<file path="config.mk">
export PLATFORM = sky130hd
export DESIGN_NAME = sum_threshold_acc
export DESIGN_NICKNAME = d
export VERILOG_FILES = /design/src/rtl/sum_threshold_acc.sv
export SDC_FILE = /design/constraint.sdc
export NUM_CORES = 1
export LEC_CHECK = 0
export ABC_AREA = 1
export CAP_MARGIN = 30
export CORE_AREA = 5 5 130 108
export CTS_CLUSTER_SIZE = 16
export DETAILED_ROUTE_END_ITERATION = 16
export DIE_AREA = 0 0 135 113
export PLACE_DENSITY = 0.83
export SLEW_MARGIN = 20
export SYNTH_ARGS = -nofsm -noshare
export SYNTH_HDL_FRONTEND = slang
export SYNTH_SLANG_ARGS = --single-unit
export TNS_END_PERCENT = 50
</file>
<file path="constraint.sdc">
create_clock -name clk -period 2.88 [get_ports clk]
set_input_delay 0.432 -clock clk [delete_from_list [all_inputs] [get_ports clk]]
set_output_delay 0.432 -clock clk [all_outputs]
set_load 0.1 [all_outputs]
</file>
<file path="src/rtl/sum_threshold_acc.sv">
// Sum-and-threshold neuron node: gathers one partial sum per PE per timestep,
// fires a spike packet when the membrane reaches THRESH, then writes back the residual.
module sum_threshold_acc #(
    parameter int unsigned ADDR_W     = 4,
    parameter int unsigned DATA_W     = 8,
    parameter int unsigned PAD_W      = 15,
    parameter int unsigned N_PE       = 10,
    parameter logic [N_PE*ADDR_W-1:0] PE_ADDRS = 40'hBF26AE159D,
    parameter int unsigned SUM_W      = 16,
    parameter int unsigned THRESH     = 64,
    parameter int unsigned RESET_MODE = 0,
    parameter int unsigned SEND_ZERO  = 1,
    parameter logic [ADDR_W-1:0] MY_ADDR  = 4'h0,
    parameter logic [ADDR_W-1:0] RES_ADDR = 4'hC,
    parameter logic [ADDR_W-1:0] OUT_ADDR = 4'h3,
    localparam int unsigned PKT_W     = 3*ADDR_W + PAD_W + DATA_W
) (
    input  logic             clk,
    input  logic             rst_n,
    input  logic             in_valid,
    output logic             in_ready,
    input  logic [PKT_W-1:0] in_data,
    output logic             out_valid,
    input  logic             out_ready,
    output logic [PKT_W-1:0] out_data,
    output logic [15:0]      ts_count,
    output logic             err_pulse
);

    typedef enum logic [1:0] {COLLECT, FIRE, SEND_SPK, SEND_RES} state_t;

    state_t            state, state_nxt;
    logic              in_ready_nxt, out_valid_nxt, err_nxt, spike_q, spike_nxt;
    logic [PKT_W-1:0]  out_data_nxt;
    logic [15:0]       ts_nxt;
    logic [SUM_W-1:0]  acc, acc_nxt, mem, mem_nxt;
    logic [N_PE-1:0]   recv_mask, mask_nxt, pe_vec;

    logic [ADDR_W-1:0] src, dst;
    logic [DATA_W-1:0] pdata, res_data;
    logic [SUM_W-1:0]  pot, mem_fire;
    logic              spike_c;
    logic [PKT_W-1:0]  spk_pkt, res_pkt;
    logic              unused_bits;

    function automatic logic [SUM_W-1:0] sat_add(input logic [SUM_W-1:0] a,
                                                 input logic [SUM_W-1:0] b);
        logic [SUM_W:0] s;
        s = {1'b0, a} + {1'b0, b};
        return s[SUM_W] ? '1 : s[SUM_W-1:0];
    endfunction

    // Packet field decode and source lookup (one-hot over PE list)
    always_comb begin
        src   = in_data[PKT_W-1 -: ADDR_W];
        dst   = in_data[PKT_W-1-ADDR_W -: ADDR_W];
        pdata = in_data[DATA_W-1:0];
        for (int i = 0; i < N_PE; i++) begin
            pe_vec[i] = (src == PE_ADDRS[(N_PE-1-i)*ADDR_W +: ADDR_W]);
        end
    end

    assign unused_bits = ^in_data[PKT_W-1-2*ADDR_W:DATA_W];

    // Membrane update and outgoing packet images
    always_comb begin
        pot      = sat_add(mem, acc);
        spike_c  = (pot >= SUM_W'(THRESH));
        if (!spike_c)             mem_fire = pot;
        else if (RESET_MODE != 0) mem_fire = '0;
        else                      mem_fire = pot - SUM_W'(THRESH);
        res_data = (mem > SUM_W'({DATA_W{1'b1}})) ? '1 : mem[DATA_W-1:0];
        spk_pkt  = {MY_ADDR, OUT_ADDR, MY_ADDR, PAD_W'(0), DATA_W'(spike_q)};
        res_pkt  = {MY_ADDR, RES_ADDR, MY_ADDR, PAD_W'(0), res_data};
    end

    always_comb begin
        state_nxt     = state;
        out_valid_nxt = out_valid;
        out_data_nxt  = out_data;
        ts_nxt        = ts_count;
        err_nxt       = 1'b0;
        acc_nxt       = acc;
        mem_nxt       = mem;
        mask_nxt      = recv_mask;
        spike_nxt     = spike_q;
        case (state)
            COLLECT: begin
                if (in_valid && in_ready) begin
                    if (dst != MY_ADDR) begin
                        err_nxt = 1'b1;
                    end else if (src == RES_ADDR) begin
                        mem_nxt = SUM_W'(pdata);
                    end else if (pe_vec == '0 || (pe_vec & recv_mask) != '0) begin
                        err_nxt = 1'b1;
                    end else begin
                        acc_nxt  = sat_add(acc, SUM_W'(pdata));
                        mask_nxt = recv_mask | pe_vec;
                        if (&mask_nxt) state_nxt = FIRE;
                    end
                end
            end
            FIRE: begin
                mem_nxt   = mem_fire;
                spike_nxt = spike_c;
                acc_nxt   = '0;
                mask_nxt  = '0;
                state_nxt = (SEND_ZERO != 0 || spike_c) ? SEND_SPK : SEND_RES;
            end
            SEND_SPK: begin
                if (!out_valid) begin
                    out_valid_nxt = 1'b1;
                    out_data_nxt  = spk_pkt;
                end else if (out_ready) begin
                    out_data_nxt = res_pkt;
                    state_nxt    = SEND_RES;
                end
            end
            SEND_RES: begin
                if (!out_valid) begin
                    out_valid_nxt = 1'b1;
                    out_data_nxt  = res_pkt;
                end else if (out_ready) begin
                    out_valid_nxt = 1'b0;
                    ts_nxt        = ts_count + 16'd1;
                    state_nxt     = COLLECT;
                end
            end
            default: state_nxt = COLLECT;
        endcase
        in_ready_nxt = (state_nxt == COLLECT);
    end

    always_ff @(posedge clk or negedge rst_n) begin
        if (!rst_n) begin
            state     <= COLLECT;
            in_ready  <= 1'b0;
            out_valid <= 1'b0;
            out_data  <= '0;
            ts_count  <= '0;
            err_pulse <= 1'b0;
            acc       <= '0;
            mem       <= '0;
            recv_mask <= '0;
            spike_q   <= 1'b0;
        end else begin
            state     <= state_nxt;
            in_ready  <= in_ready_nxt;
            out_valid <= out_valid_nxt;
            out_data  <= out_data_nxt;
            ts_count  <= ts_nxt;
            err_pulse <= err_nxt;
            acc       <= acc_nxt;
            mem       <= mem_nxt;
            recv_mask <= mask_nxt;
            spike_q   <= spike_nxt;
        end
    end

endmodule

</file>
==> flow_metrics.env, run 1 <==
export IMPL_synth_ff_type="dfrtp_1"
export IMPL_viasPerCell=4.99
export IMPL_regArea_um2=1850
export IMPL_synth_cells=786
export IMPL_worst_slack_ns=-0.164
export IMPL_intPower_uw=3160
export IMPL_grt_pass1_wl_um=24200
export IMPL_crit_path_max_fanout=4
export IMPL_dieArea_um2=15300
export IMPL_max_slew_margin_pct=63.1
export IMPL_end_kind="flop"
export IMPL_routedWlPerCell_um=13.5
export IMPL_min_period_ns=3.04
export IMPL_switching_share_pct=50.5
export IMPL_status="finished, violations left"
export IMPL_setup_violations_final=11
export IMPL_postLayoutCellArea_um2=7130
export IMPL_violations="negative setup slack"
export IMPL_hp_start="spike_q$_DFFE_PN0P_"
export IMPL_first_pass_iters=5
export IMPL_grt_usage_pct=19.3
export IMPL_clock_fmax_mhz=328
export IMPL_cts_root_buf="clkbuf_16"
export IMPL_clock_skew_ns=0.00827
export IMPL_htreeDepth=3
export IMPL_synth_edf_count=0
export IMPL_initial_core_util_pct=44.0
export IMPL_cp_required_ns=3.10
export IMPL_leakagePower_uw=0.00383
export IMPL_ys_warn_count=0
export IMPL_nets=983
export IMPL_avgSynthCellArea_um2=7.02
export IMPL_pin_count=93
export IMPL_clock_latency_ns=0.33
export IMPL_arrival_ns=3.27
export IMPL_die_h_um=113
export IMPL_slew_viol_final=0
export IMPL_fin_crit_sh_pct=106
export IMPL_dp_cells=1072
export IMPL_synth_cell_types=42
export IMPL_final_cells=1095
export IMPL_tritoncts="done"
export IMPL_drc_errors=0
export IMPL_coreArea_um2=12500
export IMPL_detail_route_antenna_nets=0
export IMPL_cts_made_buffers=9
export IMPL_synthArstFlopShare_pct=100
export IMPL_cp_start_kind="flop"
export IMPL_area_growth_syn_to_layout_pct=29.2
export IMPL_num_antenna_cells=0
export IMPL_overflow=0
export IMPL_hold_viol_final=0
export IMPL_yosysSeqAreaShare_pct=33.6
export IMPL_drive_above_1_share_pct=20.8
export IMPL_pwr_share_seq_pct=24.6
export IMPL_power_frac_comb_pct=55.6
export IMPL_crit_type="reg2reg"
export IMPL_clk_pin_slew_ns=0.06
export IMPL_netlist_area_um2=5520
export IMPL_grt_pass1_vias=5110
export IMPL_drt_iter0_drc=436
export IMPL_routed_wl_um=14800
export IMPL_hp_class="reg2reg"
export IMPL_hold_ws_ns=0.482
export IMPL_ys_ff_latch=74
export IMPL_p_clk_share_pct=19.7
export IMPL_utilization_pct=56.8
export IMPL_cp_startpoint="acc[0]$_DFFE_PN0P_"
export IMPL_die_w_um=135
export IMPL_gp_congestion=0.934
export IMPL_vdd_drop_max_mv=0.743
export IMPL_dp_hpwl_um=11300
export IMPL_r2r_start="acc[0]$_DFFE_PN0P_"
export IMPL_powerDensity_nw_per_um2=896
export IMPL_fillCellCount=1090
export IMPL_grt_max_degree=75
export IMPL_cap_violations=0
export IMPL_rsz0062_at_grt="yes"
export IMPL_num_rows=37
export IMPL_cts_sinks=74
export IMPL_antenna_found_initial=0
export IMPL_tightest_slew_ns=0.548
export IMPL_io_buffer_count=50
export IMPL_p_sw_uw=3220
export IMPL_multi_input_area_um2=3260
export IMPL_clock_path_buffers=2
export IMPL_finalSetupTns_ns=-0.911
export IMPL_placed_area_um2=6580
export IMPL_dr_total_vias=5461
## synth_stat cells, types with 2 or more instances
library cell,instances,share of area (%)
nand2_1,230,16
inv_1,105,7.1
dfrtp_1,74,34
nand3_1,61,5.5
nor2_1,56,3.8
a21oi_1,39,3.5
o21ai_0,35,3.2
ha_1,27,6.1
buf_4,25,3.4
xor2_1,22,3.5
nor3_1,11,1.0
nand4_1,10,1.1
nand2_2,8,0.91
clkbuf_1,7,0.48
nand3_2,7,1.3
nor2_4,6,1.2
o22ai_1,6,0.68
nor2_2,5,0.57
nor4_1,5,0.57
xnor2_1,5,0.79
nand3b_1,4,0.54
nor3_2,4,0.73
o21ai_1,4,0.36
a21oi_2,3,0.48
inv_2,3,0.20
or2_2,3,0.34
a22o_1,2,0.32
and3_1,2,0.23
clkinv_1,2,0.14
fa_1,2,0.73
nor3b_1,2,0.27
## area by class of cell
cell class	count	share of cell area, %
multi-input cells	590	45.7
flip-flops and latches	74	26.0
repair buffers	130	14.7
inverters	110	5.79
clock buffers	10	3.35
well taps	175	3.07
clock inverters	6	1.37
## per-stage QoR
stage,power [µW],setup slack (ns)
finish,6390,-0.164
global route,6750,-0.278
global placement,4890,-0.0856
CTS,6280,-0.00122
detailed placement,4970,-0.151
floorplan,4030,0.00542
## registers in the layout (all words and copies together) (netlist names)
name	count
out_data	10
recv_mask	10
ts_count	16
state	2
spike_q	1
err_pulse	1
acc	16
in_ready	1
out_valid	1
mem	16
## critical path: stages (launching register included)
cell	delay (ns)
dfrtp_1	0.40
ha_2	0.22
fa_2	0.41
nand2_2	0.09
nand2_4	0.08
nand3_4	0.09
nand2_4	0.06
nand2_4	0.06
nand3_4	0.10
nor2_4	0.17
buf_4	0.12
buf_4	0.12
ha_1	0.16
inv_1	0.08
nor2_2	0.15
nand3_2	0.10
nor2_4	0.17
buf_6	0.13
nand3_1	0.09
nand3_2	0.08
a21oi_2	0.04
## cells by family after synthesis
kind of cell	count (synthesis)	synth area share, %
buffers and inverters	144	11.5
AND/OR/NAND/NOR	414	33.8
flip-flops	74	33.6
other	1	0.0680
XOR/XNOR	27	4.29
AO/OA/AOI/OAI	96	9.75
adder cells (fa/ha/maj)	29	6.85
multiplexers	1	0.204
## cell usage in the layout, fill, tap and decap left out, types with 7 or more instances in the layout
master,instances
nand2_1,224
nor3_1,11
conb_1,23
nand3_1,60
buf_4,109
clkdlybuf4s50_1,18
a21oi_1,39
o21ai_0,34
inv_1,103
xor2_1,20
nand2_2,11
nor2_1,54
nand4_1,10
dfrtp_1,72
ha_1,21
nor2_4,7
clkbuf_16,9
## power groups by stage
stage               Combinational (µW)  Clock (µW)  Sequential [µW]
finish                            3550        1260             1570
global route                      3820        1320             1600
CTS                               3450        1270             1550
detailed placement                3400           0             1560
global placement                  3330           0             1560
floorplan                         1610           0             2420
## metal layers
layer  wire, µm  global-route usage [%]  up-vias
li1           -                       -     2733
met1       6810                    27.7     2501
met2       6710                    30.5      191
met3        852                    2.04       36
met4        410                    6.11        0
met5          0                       0        -
## final timing paths
kind	to	slack, ns	cells past startpoint
setup / recovery	mem[7]$_DFFE_PN0P_	-0.16	20
hold / removal	spike_q$_DFFE_PN0P_	0.48	1
setup reg to reg	mem[7]$_DFFE_PN0P_	-0.16	20
hold reg to reg	spike_q$_DFFE_PN0P_	0.48	1
max in group asynchronous	acc[11]$_DFFE_PN0P_	1.80	3
min in group asynchronous	mem[15]$_DFFE_PN0P_	0.51	2
## what timing repair did
item | CTS | global route
setup buffers | 3 | 3
pin swaps | 16 | 12
hold buffers | 0 | 1
resized for setup | 7 | 23
endpoints found under the setup margin | 11 | 20
endpoints found under the hold margin | 0 | 12
Note: power is estimated with default switching activity, not from simulation.
==> run 2, diff against run 1 <==
--- a/config.mk
+++ b/config.mk
@@ -6,13 +6,13 @@
 export NUM_CORES = 1
 export LEC_CHECK = 0
 export ABC_AREA = 1
+export ABC_CLOCK_PERIOD_IN_PS = 2880
 export CAP_MARGIN = 30
 export CORE_AREA = 5 5 130 108
 export CTS_CLUSTER_SIZE = 16
 export DETAILED_ROUTE_END_ITERATION = 16
 export DIE_AREA = 0 0 135 113
 export PLACE_DENSITY = 0.83
-export SLEW_MARGIN = 20
 export SYNTH_ARGS = -nofsm -noshare
 export SYNTH_HDL_FRONTEND = slang
 export SYNTH_SLANG_ARGS = --single-unit
==> run 2 against run 1 <==
Against the previous run: the run still ends with negative setup slack left; design area is 1.1% lower; via count is 0.42% higher; sequential cell count stayed put; routed wire length is 0.16% higher; total power is 3.1% lower; sequential power hardly changed; maximum frequency is 3.1% higher; setup slack better by 0.090 ns; clock power is 17% lower; first-iteration DRC count is 0.46% higher; sequential share of layout area is 0.26 points higher; hold slack worse by 0.038 ns; critical path type unchanged.
==> flow_metrics.env, run 2 (same netlist as run 1, synthesis figures left out) <==
export IMPL_status="finished, violations left"
export IMPL_violations="negative setup slack"
export IMPL_crit_top_cell="nand2_2"
export IMPL_worst_slack_ns=-0.0741
export IMPL_hold_viol_final=0
export IMPL_crit_path_max_fanout=4
export IMPL_rsz0062_at_grt="yes"
export IMPL_cts_made_buffers=9
export IMPL_clk_pin_slew_ns=0.06
export IMPL_cp_start_kind="flop"
export IMPL_grt_usage_pct=19.3
export IMPL_num_antenna_cells=0
export IMPL_overflow=0
export IMPL_path_cells="ha_2, fa_2, nand2_2, nand2_4, nand3_2, nand2_2, nand2_2, nand3_4, nor2_4, buf_4, ha_1, inv_1, nor2_1, nand3_2, nor2_4, a21oi_4, buf_4, a21o_1"
export IMPL_slowest_delay_ns=0.39
export IMPL_die_h_um=113
export IMPL_routed_wl_um=14800
export IMPL_antenna_found_initial=0
export IMPL_io_buffer_count=50
export IMPL_cp_slowest_cell="dfrtp_1"
export IMPL_arrival_ns=3.17
export IMPL_viasPerCell=5.01
export IMPL_tritoncts="done"
export IMPL_leakagePower_uw=0.00377
export IMPL_cp_required_ns=3.10
export IMPL_final_cell_mix="225 x nand2_1, 109 x buf_4, 103 x inv_1"
export IMPL_grt_pass1_vias=5175
export IMPL_dp_hpwl_um=11400
export IMPL_vdd_drop_max_mv=0.793
export IMPL_final_common_cell="nand2_1"
export IMPL_nets=983
export IMPL_detail_route_antenna_nets=0
export IMPL_utilization_pct=56.2
export IMPL_tightest_slew_ns=0.541
export IMPL_grt_max_degree=75
export IMPL_drc_errors=0
export IMPL_routedWlPerCell_um=13.5
export IMPL_reg_top3="acc x16, mem x16, ts_count x16"
export IMPL_dieArea_um2=15300
export IMPL_postLayoutCellArea_um2=7050
export IMPL_clock_latency_ns=0.33
export IMPL_placed_area_um2=6580
export IMPL_setup_violations_final=4
export IMPL_p_total_uw=6190
export IMPL_clock_fmax_mhz=339
export IMPL_end_kind="flop"
export IMPL_cts_root_buf="clkbuf_16"
export IMPL_htreeDepth=3
export IMPL_first_pass_iters=8
export IMPL_powerDensity_nw_per_um2=877
export IMPL_cap_violations=0
export IMPL_fillCellCount=1128
export IMPL_pin_count=93
export IMPL_drive_above_1_share_pct=20.5
export IMPL_gp_congestion=0.934
export IMPL_max_slew_margin_pct=63.6
export IMPL_crit_type="reg2reg"
export IMPL_pre_cts_ws_ns=-0.156
export IMPL_coreArea_um2=12500
export IMPL_area_growth_syn_to_layout_pct=27.8
export IMPL_drt_iter0_drc=438
export IMPL_num_rows=37
export IMPL_hold_ws_ns=0.445
export IMPL_initial_core_util_pct=44.0
export IMPL_die_w_um=135
export IMPL_clock_skew_ns=0.00902
export IMPL_r2r_cells=18
export IMPL_grt_pass1_wl_um=24200
export IMPL_dr_total_vias=5484
export IMPL_hp_class="in2async"
export IMPL_clock_path_buffers=2
export IMPL_min_period_ns=2.95
export IMPL_slew_viol_final=0
export IMPL_cts_sinks=74
export IMPL_fin_crit_sh_pct=103
run 2: cell types whose count changed in the layout (fill, tap and decap cells not counted), sizes merged:
cell / delta
bufinv: -2
clkinv: +2
clkinvlp: +1
inv: -1
run 2: report_power, final:
part           switching, µW  leakage (µW)  internal (µW)
logic                   2500       0.00269           1070
clock network            442      0.000139            607
registers                275      0.000945           1300
total                   3210       0.00377           2970
run 2: layout make-up:
cell class,instances,area (µm²),share of cell area (%)
well taps,175,219,3.11
multi-input cells,590,3240,46.0
flip-flops and latches,74,1850,26.3
clock buffers,10,239,3.39
inverters,110,413,5.86
repair buffers,130,1050,14.9
clock inverters,6,40.0,0.568
run 2: final timing paths:
check / startpoint / end / slack [ns]
min in group clk: spike_q$_DFFE_PN0P_ / spike_q$_DFFE_PN0P_ / 0.49
worst min register to register: spike_q$_DFFE_PN0P_ / spike_q$_DFFE_PN0P_ / 0.49
max in group asynchronous: rst_n / acc[11]$_DFFE_PN0P_ / 1.89
worst max-delay path: mem[0]$_DFFE_PN0P_ / spike_q$_DFFE_PN0P_ / -0.07
worst min-delay path: rst_n / mem[15]$_DFFE_PN0P_ / 0.44
worst max register to register: mem[0]$_DFFE_PN0P_ / spike_q$_DFFE_PN0P_ / -0.07
run 2: routing by layer:
metal	share of wire [%]	global-route usage [%]
met5	0	0
met3	6.5	3.42
met4	2.1	5.57
met2	46	31.5
met1	45	26.5
run 2: what timing repair did:
item | in CTS | in global routing
setup buffers | 2 | 3
gates resized for setup | 16 | 9
endpoints found under the setup margin | 10 | 21
hold buffers | 0 | 1
endpoints found under the hold margin | 0 | 4
pin swaps | 16 | 7
run 2: metrics by stage:
stage,setup TNS (ns),instances
after detailed placement,-1.72,1072
after global placement,-0.384,1071
after CTS,-0.00592,1090
after global routing,-1.81,1095
final,-0.191,1095
after floorplan,0,808
run 2: worst max-delay path: cells and delay by family, from the launching register on:
kind | cells | cell delay (ns)
fa+ha+maj | 3 | 0.74
compound gates | 2 | 0.24
buf+inv | 3 | 0.37
simple gates | 10 | 1.12
flops | 1 | 0.39
==> run 3, diff against run 2 <==
--- a/config.mk
+++ b/config.mk
@@ -12,7 +12,9 @@
 export CTS_CLUSTER_SIZE = 16
 export DETAILED_ROUTE_END_ITERATION = 16
 export DIE_AREA = 0 0 135 113
-export PLACE_DENSITY = 0.83
+export PLACE_DENSITY = 0.71
+export SETUP_SLACK_MARGIN = 0.5
+export SLEW_MARGIN = 20
 export SYNTH_ARGS = -nofsm -noshare
 export SYNTH_HDL_FRONTEND = slang
 export SYNTH_SLANG_ARGS = --single-unit
==> run 3 against run 2 <==
Against the previous run: sequential share of layout area down 1.2 points; hold slack better by 0.031 ns; via count down 2.6%; routed wire length down 3.3%; the run still ends with negative setup slack left; largest cell class unchanged; largest power group unchanged; die area unchanged; clock-buffer cell count down 1; clock power up 11%; register-to-register slack better by 0.04 ns; core utilization up 2.7 points; sequential cell count unchanged.
==> flow_metrics.env, run 3 (same netlist as run 1, synthesis figures left out) <==
export IMPL_cp_start_kind="flop"
export IMPL_hold_ws_ns=0.475
export IMPL_crit_path_max_fanout=4
export IMPL_p_sw_uw=3240
export IMPL_intPower_uw=3100
export IMPL_drt_iter0_drc=306
export IMPL_antenna_found_initial=0
export IMPL_area_growth_syn_to_layout_pct=34.0
export IMPL_grt_max_degree=75
export IMPL_dr_total_vias=5342
export IMPL_clock_path_buffers=2
export IMPL_pre_cts_ws_ns=-0.171
export IMPL_finalSetupTns_ns=-0.0556
export IMPL_r2r_setup_slack_ns=-0.03
export IMPL_viasPerCell=4.82
export IMPL_drive_above_1_share_pct=25.3
export IMPL_drc_errors=0
export IMPL_r2r_start="acc[0]$_DFFE_PN0P_"
export IMPL_clock_latency_ns=0.34
export IMPL_cap_violations=0
export IMPL_nets=996
export IMPL_overflow=0
export IMPL_crit_type="reg2reg"
export IMPL_tritoncts="done"
export IMPL_grt_pass1_wl_um=23200
export IMPL_cts_sinks=74
export IMPL_grt_pass1_vias=4902
export IMPL_pwr_share_seq_pct=24.9
export IMPL_gp_congestion=0.881
export IMPL_first_pass_iters=5
export IMPL_hp_class="reg2reg"
export IMPL_fin_crit_sh_pct=101
export IMPL_fillCellCount=1138
export IMPL_vdd_drop_max_mv=0.664
export IMPL_leakagePower_uw=0.00390
export IMPL_cts_root_buf="clkbuf_16"
export IMPL_io_buffer_count=50
export IMPL_setup_violations_final=3
export IMPL_p_clk_share_pct=18.4
export IMPL_final_common_cell="nand2_1"
export IMPL_r2r_cells=21
export IMPL_final_cell_mix="218 x nand2_1, 113 x buf_4, 99 x inv_1"
export IMPL_switching_share_pct=51.1
export IMPL_r2r_end="mem[6]$_DFFE_PN0P_"
export IMPL_htreeDepth=3
export IMPL_powerDensity_nw_per_um2=858
export IMPL_endpoint="mem[6]$_DFFE_PN0P_"
export IMPL_status="finished, violations left"
export IMPL_dieArea_um2=15300
export IMPL_end_kind="flop"
export IMPL_clock_fmax_mhz=343
export IMPL_cp_startpoint="acc[0]$_DFFE_PN0P_"
export IMPL_min_period_ns=2.91
export IMPL_power_frac_comb_pct=56.7
export IMPL_num_antenna_cells=0
export IMPL_reg_top3="acc x16, mem x16, ts_count x16"
export IMPL_hold_viol_final=0
export IMPL_num_rows=37
export IMPL_pin_count=93
export IMPL_clock_skew_ns=0.00853
export IMPL_dp_hpwl_um=10900
export IMPL_arrival_ns=3.15
export IMPL_die_h_um=113
export IMPL_routed_wl_um=14300
export IMPL_worst_slack_ns=-0.0324
export IMPL_cp_required_ns=3.12
export IMPL_detail_route_antenna_nets=0
export IMPL_cts_made_buffers=9
export IMPL_worstHoldPathCells=1
export IMPL_routedWlPerCell_um=12.9
export IMPL_coreArea_um2=12500
export IMPL_die_w_um=135
export IMPL_violations="negative setup slack"
export IMPL_rsz0062_at_grt="yes"
export IMPL_grt_usage_pct=18.8
export IMPL_initial_core_util_pct=44.0
export IMPL_clk_pin_slew_ns=0.06
export IMPL_slew_viol_final=0
[run 3: changes by cell type in the layout (fill, tap and decap cells not counted), moves of 4 or more]
cell,change
buf_4,+4
buf_6,+8
inv_1,-4
nand2_1,-7
nand2_2,+4
o21ai_0,-15
o21ai_1,+7
o21ai_2,+8
[run 3: worst min path at each step]
stage / start / to / slack, ns
after floorplan: rst_n / acc[0]$_DFFE_PN0P_ / 0.14
after global placement: spike_q$_DFFE_PN0P_ / spike_q$_DFFE_PN0P_ / 0.45
after detailed placement: spike_q$_DFFE_PN0P_ / spike_q$_DFFE_PN0P_ / 0.46
after CTS: rst_n / mem[14]$_DFFE_PN0P_ / 0.28
after global routing: spike_q$_DFFE_PN0P_ / spike_q$_DFFE_PN0P_ / 0.51
final: spike_q$_DFFE_PN0P_ / spike_q$_DFFE_PN0P_ / 0.48
[run 3: what timing repair did]
| item | 4_1_cts | 5_1_grt |
|---|---|---|
| buffers inserted | 13 | 5 |
| endpoints found under the setup margin | 27 | 31 |
| hold buffers | 0 | 1 |
| hold endpoints to repair | 0 | 16 |
| pin swaps | 18 | 44 |
| cloned | 0 | 0 |
| resized for setup | 26 | 64 |
[run 3: per-stage QoR]
step | instance area (µm²) | total power (µW) | instances | utilization [%]
detailed placement | 6600 | 4940 | 1072 | 52.6
CTS | 7110 | 6240 | 1101 | 56.6
global placement | 6600 | 4890 | 1071 | 52.6
floorplan | 5630 | 4030 | 808 | -
global route | 7390 | 6730 | 1108 | 58.9
finish | 7390 | 6350 | 1108 | 58.9
[run 3: per-layer routing]
metal  GRT usage [%]  vias to the layer above  wire length [µm]
li1                -                     2763                 -
met1            27.3                     2416              6980
met2            29.3                      147              6260
met3            2.80                       16               834
met4            5.51                        0               235
met5               0                        -                 0
[run 3: cell type report]
type                       count  area (µm²)  area share (%)
timing repair buffer         143        1180            16.0
clock buffer                   9         225            3.05
inverter                     110         420            5.69
clock inverter                 7        83.8            1.13
multi-input combinational    590        3410            46.1
sequential                    74        1850            25.1
tap                          175         219            2.96
[run 3: worst max-delay path, stage by stage (launching register included)]
cell	delay, ns
dfrtp_1	0.40
ha_2	0.19
fa_2	0.35
nand2_2	0.09
nand2_4	0.07
nand3_4	0.08
nand2_4	0.06
nand2_4	0.06
nand3_4	0.10
nor2_4	0.14
buf_4	0.16
ha_1	0.19
inv_1	0.08
nor2_1	0.16
nand3_2	0.10
nor2_4	0.13
buf_6	0.14
nand2_4	0.05
nand2_2	0.07
nand3_2	0.07
nand2_2	0.06
nand2_1	0.04
[run 3: power groups by stage]
stage	clock [µW]	sequential (µW)	combinational (µW)
4_1_cts	1190	1560	3500
6_report	1170	1580	3600
3_3_place_gp	0	1570	3330
5_1_grt	1230	1610	3880
2_1_floorplan	0	2420	1610
3_5_place_dp	0	1570	3370
